### src/rtl/fetch_pkg.sv
// rtl/fetch_pkg.sv - shared types and constants for the instruction fetch slice
package fetch_pkg;

    localparam int INST_W = 32;
    localparam logic [INST_W-1:0] NOP = 32'h0;

    typedef enum logic [1:0] {
        ST_IDLE = 2'd0,
        ST_RUN  = 2'd1,
        ST_HALT = 2'd2
    } fetch_state_e;

    typedef struct packed {
        logic [31:0]       pc;
        logic [INST_W-1:0] inst;
    } fetch_entry_t;

endpackage

### src/rtl/inst_fetch_ctrl_if.sv
// rtl/inst_fetch_ctrl_if.sv - ROM, decode and control signals of the fetch sequencer
interface inst_fetch_ctrl_if;
    import fetch_pkg::*;

    logic              Start;
    logic [31:0]       RomAddr;
    logic [INST_W-1:0] RomInst;
    logic [INST_W-1:0] InstOut;
    logic [31:0]       PcOut;
    logic              InstValid;
    logic              InstReady;
    logic              Redirect;
    logic [31:0]       RedirectPc;
    logic              Halted;

    modport master (
        output Start, RomInst, InstReady, Redirect, RedirectPc,
        input  RomAddr, InstOut, PcOut, InstValid, Halted
    );

    modport slave (
        input  Start, RomInst, InstReady, Redirect, RedirectPc,
        output RomAddr, InstOut, PcOut, InstValid, Halted
    );
endinterface

### src/rtl/fetch_buf.sv
// rtl/fetch_buf.sv - 2-entry order-preserving fetch buffer of {pc, inst}
module fetch_buf
    import fetch_pkg::*;
(
    input  logic         clk,
    input  logic         rst_n,
    input  logic         push,
    input  fetch_entry_t push_entry,
    input  logic         pop,
    input  logic         flush,
    output logic [1:0]   count,
    output fetch_entry_t head
);

    fetch_entry_t ent0_q, ent0_d;
    fetch_entry_t ent1_q, ent1_d;
    logic [1:0]   count_q, count_d;

    // ent0 is always the head; a pop shifts ent1 forward
    always_comb begin
        ent0_d  = ent0_q;
        ent1_d  = ent1_q;
        count_d = count_q;
        if (flush) begin
            ent0_d  = '0;
            ent1_d  = '0;
            count_d = 2'd0;
        end else begin
            case ({push, pop})
                2'b10: begin
                    if (count_q == 2'd0) ent0_d = push_entry;
                    else                 ent1_d = push_entry;
                    count_d = count_q + 2'd1;
                end
                2'b01: begin
                    ent0_d  = ent1_q;
                    ent1_d  = '0;
                    count_d = count_q - 2'd1;
                end
                2'b11: begin
                    if (count_q == 2'd1) begin
                        ent0_d = push_entry;
                    end else begin
                        ent0_d = ent1_q;
                        ent1_d = push_entry;
                    end
                end
                default: ;
            endcase
        end
    end

    always_ff @(posedge clk or negedge rst_n) begin
        if (!rst_n) begin
            ent0_q  <= '0;
            ent1_q  <= '0;
            count_q <= 2'd0;
        end else begin
            ent0_q  <= ent0_d;
            ent1_q  <= ent1_d;
            count_q <= count_d;
        end
    end

    assign count = count_q;

    always_comb begin
        head.pc   = 32'h0;
        head.inst = NOP;
        if (count_q != 2'd0) head = ent0_q;
    end

endmodule

### src/rtl/inst_fetch_ctrl.sv
// rtl/inst_fetch_ctrl.sv - PC and fetch FSM feeding decode from a combinational ROM
module inst_fetch_ctrl
    import fetch_pkg::*;
#(
    parameter logic [31:0] RESET_PC  = 32'h0000_0000,
    parameter int          ROM_DEPTH = 256,
    parameter int          BUF_DEPTH = 2
) (
    input  logic                 clk,
    input  logic                 rst_n,
    inst_fetch_ctrl_if.slave     bus
);

    localparam logic [31:0] END_PC = 32'(ROM_DEPTH * 4);

    fetch_state_e state_q, state_d;
    logic [31:0]  pc_q, pc_d;
    logic [31:0]  redirect_pc;
    logic [1:0]   count;
    fetch_entry_t head;
    fetch_entry_t push_entry;
    logic         pop;
    logic         fetch;
    logic         halted;

    assign redirect_pc = bus.RedirectPc & ~32'h3;

    // a redirect cycle flushes instead of consuming the head
    assign pop = (count != 2'd0) && bus.InstReady && !bus.Redirect;

    always_ff @(posedge clk or negedge rst_n) begin
        if (!rst_n) begin
            state_q <= ST_IDLE;
            pc_q    <= RESET_PC;
        end else begin
            state_q <= state_d;
            pc_q    <= pc_d;
        end
    end

    always_comb begin
        state_d = state_q;
        case (state_q)
            ST_IDLE: if (bus.Start) state_d = ST_RUN;
            ST_RUN:  if (!bus.Redirect && pc_q >= END_PC) state_d = ST_HALT;
            ST_HALT: if (bus.Redirect) state_d = ST_RUN;
            default: state_d = ST_IDLE;
        endcase
    end

    always_comb begin
        fetch  = (state_q == ST_RUN) && (pc_q < END_PC) &&
                 ((count < 2'(BUF_DEPTH)) || pop) && !bus.Redirect;
        halted = (state_q == ST_HALT) && (count == 2'd0);
    end

    always_comb begin
        pc_d = pc_q;
        if (bus.Redirect) pc_d = redirect_pc;
        else if (fetch)   pc_d = pc_q + 32'd4;
    end

    assign push_entry.pc   = pc_q;
    assign push_entry.inst = bus.RomInst;

    fetch_buf u_buf (
        .clk        (clk),
        .rst_n      (rst_n),
        .push       (fetch),
        .push_entry (push_entry),
        .pop        (pop && !fetch ? 1'b1 : pop),
        .flush      (bus.Redirect),
        .count      (count),
        .head       (head)
    );

    assign bus.RomAddr   = pc_q;
    assign bus.InstValid = (count != 2'd0);
    assign bus.InstOut   = head.inst;
    assign bus.PcOut     = head.pc;
    assign bus.Halted    = halted;

endmodule

### src/flat_wrapper.sv
// flat-port wrapper written by rule: the top's interface ports become plain ports
module inst_fetch_ctrl_flat import fetch_pkg::*;
#(
    parameter logic [31:0] RESET_PC  = 32'h0000_0000,
    parameter int          ROM_DEPTH = 256,
    parameter int          BUF_DEPTH = 2
)
  (clk, rst_n, bus_Start, bus_RomInst, bus_InstReady, bus_Redirect, bus_RedirectPc, bus_RomAddr, bus_InstOut, bus_PcOut, bus_InstValid, bus_Halted);
  inst_fetch_ctrl_if bus_i ();
  input  logic clk;
  input  logic rst_n;
  input wire logic [$bits(bus_i.Start)-1:0] bus_Start;
  input wire logic [$bits(bus_i.RomInst)-1:0] bus_RomInst;
  input wire logic [$bits(bus_i.InstReady)-1:0] bus_InstReady;
  input wire logic [$bits(bus_i.Redirect)-1:0] bus_Redirect;
  input wire logic [$bits(bus_i.RedirectPc)-1:0] bus_RedirectPc;
  output wire logic [$bits(bus_i.RomAddr)-1:0] bus_RomAddr;
  output wire logic [$bits(bus_i.InstOut)-1:0] bus_InstOut;
  output wire logic [$bits(bus_i.PcOut)-1:0] bus_PcOut;
  output wire logic [$bits(bus_i.InstValid)-1:0] bus_InstValid;
  output wire logic [$bits(bus_i.Halted)-1:0] bus_Halted;
  assign bus_i.Start = bus_Start;
  assign bus_i.RomInst = bus_RomInst;
  assign bus_i.InstReady = bus_InstReady;
  assign bus_i.Redirect = bus_Redirect;
  assign bus_i.RedirectPc = bus_RedirectPc;
  assign bus_RomAddr = bus_i.RomAddr;
  assign bus_InstOut = bus_i.InstOut;
  assign bus_PcOut = bus_i.PcOut;
  assign bus_InstValid = bus_i.InstValid;
  assign bus_Halted = bus_i.Halted;
  inst_fetch_ctrl #(.RESET_PC(RESET_PC), .ROM_DEPTH(ROM_DEPTH), .BUF_DEPTH(BUF_DEPTH)) u_core (.clk(clk), .rst_n(rst_n), .bus(bus_i));
endmodule
### config.mk
export PLATFORM = sky130hd
export DESIGN_NAME = inst_fetch_ctrl_flat
export DESIGN_NICKNAME = d
export VERILOG_FILES = /design/src/rtl/fetch_pkg.sv /design/src/rtl/inst_fetch_ctrl_if.sv /design/src/rtl/fetch_buf.sv /design/src/rtl/inst_fetch_ctrl.sv /design/src/flat_wrapper.sv
export SDC_FILE = /design/constraint.sdc
export NUM_CORES = 1
export LEC_CHECK = 0
export ABC_CLOCK_PERIOD_IN_PS = 7900
export CAP_MARGIN = 20
export CORE_AREA = 3 3 112 195
export DETAILED_ROUTE_END_ITERATION = 8
export DIE_AREA = 0 0 115 198
export HOLD_SLACK_MARGIN = 0.08
export PLACE_DENSITY = 0.68
export RECOVER_POWER = 50
export REMOVE_ABC_BUFFERS = 1
export SLEW_MARGIN = 20
export SYNTH_ARGS = -nofsm -noshare
export SYNTH_HDL_FRONTEND = slang
export SYNTH_SLANG_ARGS = --single-unit
### constraint.sdc
create_clock -name clk -period 7.9 [get_ports clk]
set_clock_uncertainty 0.15 [all_clocks]
set_input_delay 1.58 -clock clk [delete_from_list [all_inputs] [get_ports clk]]
set_output_delay 1.58 -clock clk [all_outputs]
set_load 0.01 [all_outputs]
# Yosys cells after proc, flatten, opt, wreduce, memory -nomap -nowiden
# Index checks and enable logic that the tools add are counted.
[totals]
reg_bits = 164
inputBits = 69
output_inout_bits = 98
elab_cells = 63
[classes]
add_sub_neg = 3
n_lt_le_gt_ge = 3
eq_ne = 12
n_mux = 18
reduce_logical = 20
[op_table]
columns = ["cell", "n"]
rows = [
  ["two-way mux 64 bit", 7],
  ["one-hot mux 64 bit (3 select lines)", 2],
  ["two-way mux 32 bit", 2],
  ["adder 32 x 3 -> 32 bit (second input constant)", 1],
  [">= comparator 32 x 11 -> 1 bit (second input constant)", 1],
  ["less-than comparator 32 x 11 -> 1 bit (second input constant)", 1],
  ["logical AND 1 bit", 8],
  ["two-way mux 2 bit", 4],
  ["== test 2 x 1 -> 1 bit (second input constant)", 3],
  ["== test 2 bit (second input constant)", 3],
  ["inequality test 3 bit (second input constant)", 2],
  ["one-hot mux 2 bit (3 select lines)", 1],
  ["AND reduction 3 bit", 2],
  ["zero test 2 bit", 2],
  ["inequality test 2 bit (second input constant)", 2],
  ["one-hot mux 2 bit (2 select lines)", 1],
  ["nonzero test 2 bit", 2],
  ["nonzero test 4 bit", 1],
  ["inequality test 3 x 2 -> 1 bit (second input constant)", 1],
  ["nonzero test 3 bit", 1],
  ["adder 2 x 1 -> 2 bit (second input constant)", 1],
  ["zero test 1 bit", 2],
  ["less-than comparator 2 bit (second input constant)", 1],
  ["inequality test 2 x 1 -> 1 bit (second input constant)", 1],
  ["4 further kinds", 4],
]

# Depth between registers and ports, before layout
[depth]
depth_word = 12
ltp_mapped = 10
mapped_depth_nobuf = 7

# Modules after synthesis
# Synthesis repeated with hierarchy kept, for this count alone.
[hier_totals]
cells_unflattened = 731
hier_area_um2 = 7790.0
[by_module_without_submodules]
columns = ["mod", "instances", "cells_per_inst", "area_each_um2", "seq_area_each_um2"]
rows = [
  ["fetch_buf", 1, 593, 6213.5, 3253.1],
  ["inst_fetch_ctrl", 1, 138, 1576.5, 800.8],
]

# Worst setup path after synthesis
# OpenSTA, ideal clock, no wires.
[synth_timing]
kind = "input to register"
startpoint = "in bus_Redirect"
endpoint = "reg u_core.u_buf.ent0_q[26] (netlist bit)"
setup_time_ps = 95
arrival_ps = 3490
t_required_ps = 7655
slack_ps = 4164
stages = 8
path_buffers = 3
cell_sequence = "buf_2 or3b_4 a211o_1 nor2_1 buf_4 buf_6 mux2_2 o31ai_1"
[synth_between]
elab_chain_cells = 11
elab_cells_between_ends = 16
classes_between = "eq/ne: 4; mux: 3; reduce/logical: 9"
[synth_rtl]
columns = ["item", "line_no", "source"]
rows = [
  ["start: declaration", "flat_wrapper.sv:15", "input wire logic [$bits(bus_i.Redirect)-1:0] bus_Redirect;"],
  ["zero test 1 bit", "inst_fetch_ctrl.sv:29, inst_fetch_ctrl.sv:53", ""],
  ["logical AND 1 bit", "inst_fetch_ctrl.sv:29", "assign pop = (count != 2'd0) && bus.InstReady && !bus.Redirect;"],
  ["logical OR 1 bit", "inst_fetch_ctrl.sv:53", "((count < 2'(BUF_DEPTH)) || pop) && !bus.Redirect;"],
  ["logical AND 1 bit", "inst_fetch_ctrl.sv:52", "fetch = (state_q == ST_RUN) && (pc_q < END_PC) &&"],
  ["logical AND 1 bit", "inst_fetch_ctrl.sv:53", ""],
  ["zero test 1 bit", "inst_fetch_ctrl.sv:71", ".pop (pop && !fetch ? 1'b1 : pop),"],
  ["logical AND 1 bit", "inst_fetch_ctrl.sv:71", ""],
  ["two-way mux 1 bit", "inst_fetch_ctrl.sv:71", ""],
  ["== test 2 bit or == test 2 x 1 -> 1 bit (tied branches)", "fetch_buf.sv:29", "case ({push, pop})"],
  ["one-hot mux 64 bit (3 select lines) (tied with other cells)", "fetch_buf.sv:29", ""],
  ["two-way mux 64 bit or AND reduction 2 bit (tied branches)", "--", ""],
  ["end signal: assignment", "fetch_buf.sv:59", "ent0_q <= ent0_d;"],
  ["end: declaration", "fetch_buf.sv:15", "fetch_entry_t ent0_q, ent0_d;"],
]
# Parallel ways exist; a longest one is shown, timed or not.
# A chain may end at the register's enable or synchronous reset.

==> metrics.md <==
| Metric | Value |
|---|---|
| CORE AREA | 0.02037 mm² |
| Syn Inst Count | 741 |
| Slew Limit Headroom | -131.3% |
| Ant. Diodes | 0 |
| CTS tree | built |
| Nets | 938 |
| Dpl cells | 1094 |
| Number of enable flip-flop cells after synthesis | 0 |
| Max H-tree Level | 4 |
| Drt total wl | 21150 µm |
| Post-layout min period | 5.257 ns |
| Number of I/O port buffers | 162 |
| Largest net degree at the start of global routing | 98 |
| Post-synthesis sequential area ratio | 49.46% |
| Cells along the critical path | buf_6 > clkbuf_1 |
| Power per cell area | 204.3 mW/mm² |
| Grt total ovfl | 0 |
| DRC | 0 |
| Max VDD drop | 0.1208 mV |
| Setup bufs post-CTS | 0 |
| Slew @ Worst Pin | 3.470 ns |
| Hold Vio Cnt, Final | 0 |
| Post-synth top area share | 49.46% |
| Area of the multi-input gates | 0.003751 mm² |
| Clock Pin Slew Worst Setup and Hold Paths | 0.06 ns |
| Post-placement setup slack | 2.921 ns |
| # setup viols final | 0 |
| First-pass GRT wire length | 34150 µm |
| Die height | 198 µm |
| Syn-to-layout area delta | 28.95% |
| Top FF cell, synth | dfrtp_1 |
| Outcome | finished with violations |
| Gpl congestion | 0.7399 |
| Family with the most delay on the worst path | buffers and inverters |
| Final setup TNS | 0 ns |
| Fmax | 0.1902 GHz |
| WP buf/inv | 2 |
| Tot Pwr | 2.132 mW |
| TritonCTS Buffers | 17 |
| IO Pins | 167 |
| Hold WC Path Type | flop to flop |
| Setup ws final | 2.643 ns |
| Fin crit share | 66.55% |
| WL/cell | 18.79 µm |
| Core Util, Final | 51.23% |
| Initial drt markers | 298 |
| GRT Total Usage | 19.23% |
| Die width | 115 µm |
| Cell Rows | 69 |
| Seq cells post-synth | 160 |
| Clk buf depth | 2 |
| Cell taking the most area after synthesis | dfrtp_1 |
| Post-Syn Area | 0.008095 mm² |
| Synth cell count leaders | 160 x dfrtp_1, 65 x mux2i_1, 57 x nand2_1 |
| Die area | 0.02277 mm² |
| CP max-delay cell | clkbuf_1 |
| Cts hold-fix bufs | 0 |
| CP Data Required Time | 7.50 ns |
| Later-pin clock latency in the skew report | 0.44 ns |
| Fillers | 1894 |
| Syn Area/Cell | 10.92 µm² |
| Number of global-route vias before repair | 6402 |
| Initial antenna violation count | 2 |
| Fraction of layout cells with a size suffix above 1 | 12.53% |
| RSZ-0062 raised after global routing | false |
| Resized cells post-CTS | 0 |
| Max cap viols | 2 |
| Violated checks | max-capacitance violations, max-slew violations |
| DR pass1 iterations | 4 |
| Via Count | 6143 |
| Static Leak | 4.136 nW |
| Vias per inst | 5.456 |
| WP data arrival | 4.86 ns |
| Clk sinks | 160 |
| Crit-path max cell delay | 2.51 ns |
| Count leader, synth | dfrtp_1 |
| Crit Path Max Fanout | 97 |
| Ys async rst share | 100.0% |
| Initial Utilization | 39.73% |
| Detailed placement HPWL | 13500 µm |
| Synth top area cells | dfrtp_1 49%, mux2i_1 8.0%, mux2_2 7.5% |
| Clock root buffer master | clkbuf_16 |
| Crit start category | input pin |
| FF+latch area | 0.004004 mm² |
| ANT nets after route | 0 |
| Count of different cell masters after synthesis | 50 |
| YS warnings | 0 |
| Worst setup EP type | async pin |
| Slew Viols, Final | 111 |
| CP Class | input pin to async pin |
| Layout Cells excl Fill | 1126 |
## layout by cell type (no fill, tap or decap), types with 6 or more instances in the layout
cell type	count
a21oi_1	6
a31oi_1	14
dlygate4sd3_1	24
o21ai_0	15
nand2_1	57
nor2b_1	52
nand2b_1	7
nand3_1	9
clkbuf_16	17
mux2_2	54
a22o_1	45
and2_1	12
xnor2_1	6
dfrtp_1	160
buf_4	8
a32o_1	6
clkdlybuf4s50_1	136
nor2_1	36
nor3b_1	12
o31ai_1	33
o32ai_1	12
inv_1	19
o2bb2ai_1	7
mux2i_1	65
## power by group
group          internal (mW)  switching [mW]
clock                  0.525           0.345
combinational          0.165           0.196
sequential             0.861          0.0397
total                   1.55           0.581
## per-stage QoR
stage	instance area, µm²	hold slack, ns
4_1_cts	10450	0.3221
2_1_floorplan	7789	0.2907
3_5_place_dp	9824	0.3080
6_report	10440	0.3189
3_3_place_gp	9824	0.3065
5_1_grt	10440	0.3440
## final cells by class
| class | count | area share, % |
|---|---|---|
| Inverter | 19 | 0.6832 |
| Timing Repair Buffer | 171 | 16.10 |
| Clock inverter | 11 | 1.450 |
| Tap cell | 248 | 2.973 |
| Multi-Input combinational cell | 496 | 35.93 |
| Sequential cell | 160 | 38.36 |
| Clock buffer | 21 | 4.507 |
## per-layer routing
| metal | global-route usage (%) | share of wire [%] | vias to the layer above |
|---|---|---|---|
| met2 | 34.11 | 54 | 143 |
| met1 | 22.46 | 40 | 3067 |
| met3 | 4.312 | 4.4 | 21 |
| li1 | - | - | 2908 |
| met4 | 6.963 | 1.4 | 4 |
| met5 | 0 | 0.12 | - |
## kinds of logic (layout without fill, tap and decap cells)
| logic type | after synthesis | after routing | synth area share, % |
|---|---|---|---|
| adders and majority gates | 4 | 4 | 0.6183 |
| buffers and inverters | 86 | 222 | 4.714 |
| xor gates and xnor gates | 9 | 9 | 0.9738 |
| muxes | 119 | 119 | 15.55 |
| DFF | 160 | 160 | 49.46 |
| and+or+nand+nor | 214 | 214 | 14.42 |
| other | 1 | 2 | 0.04632 |
| AOI/OAI and AO/OA | 148 | 148 | 14.22 |
## final timing paths
check,slack (ns),depth (start not counted),end,startpoint
worst min-delay path,0.32,2,u_core.u_buf.ent0_q[13],u_core.u_buf.ent0_q[13]
worst max register to register,4.01,8,u_core.u_buf.ent0_q[6],u_core.u_buf.count[1]
max in group clk,3.04,6,u_core.u_buf.ent0_q[6],bus_Redirect
worst max-delay path,2.64,2,u_core.u_buf.ent0_q[31],rst_n
min in group asynchronous,1.05,1,u_core.u_buf.ent0_q[20],rst_n
worst min register to register,0.32,2,u_core.u_buf.ent0_q[13],u_core.u_buf.ent0_q[13]
## registers in the layout, summed over array words and instances (netlist names)
signal               flops
u_core.state_q           2
u_core.u_buf.count       2
u_core.u_buf.ent0_q     63
u_core.bus.RomAddr      30
u_core.u_buf.ent1_q     63
Note: power is estimated with default switching activity, not from simulation.
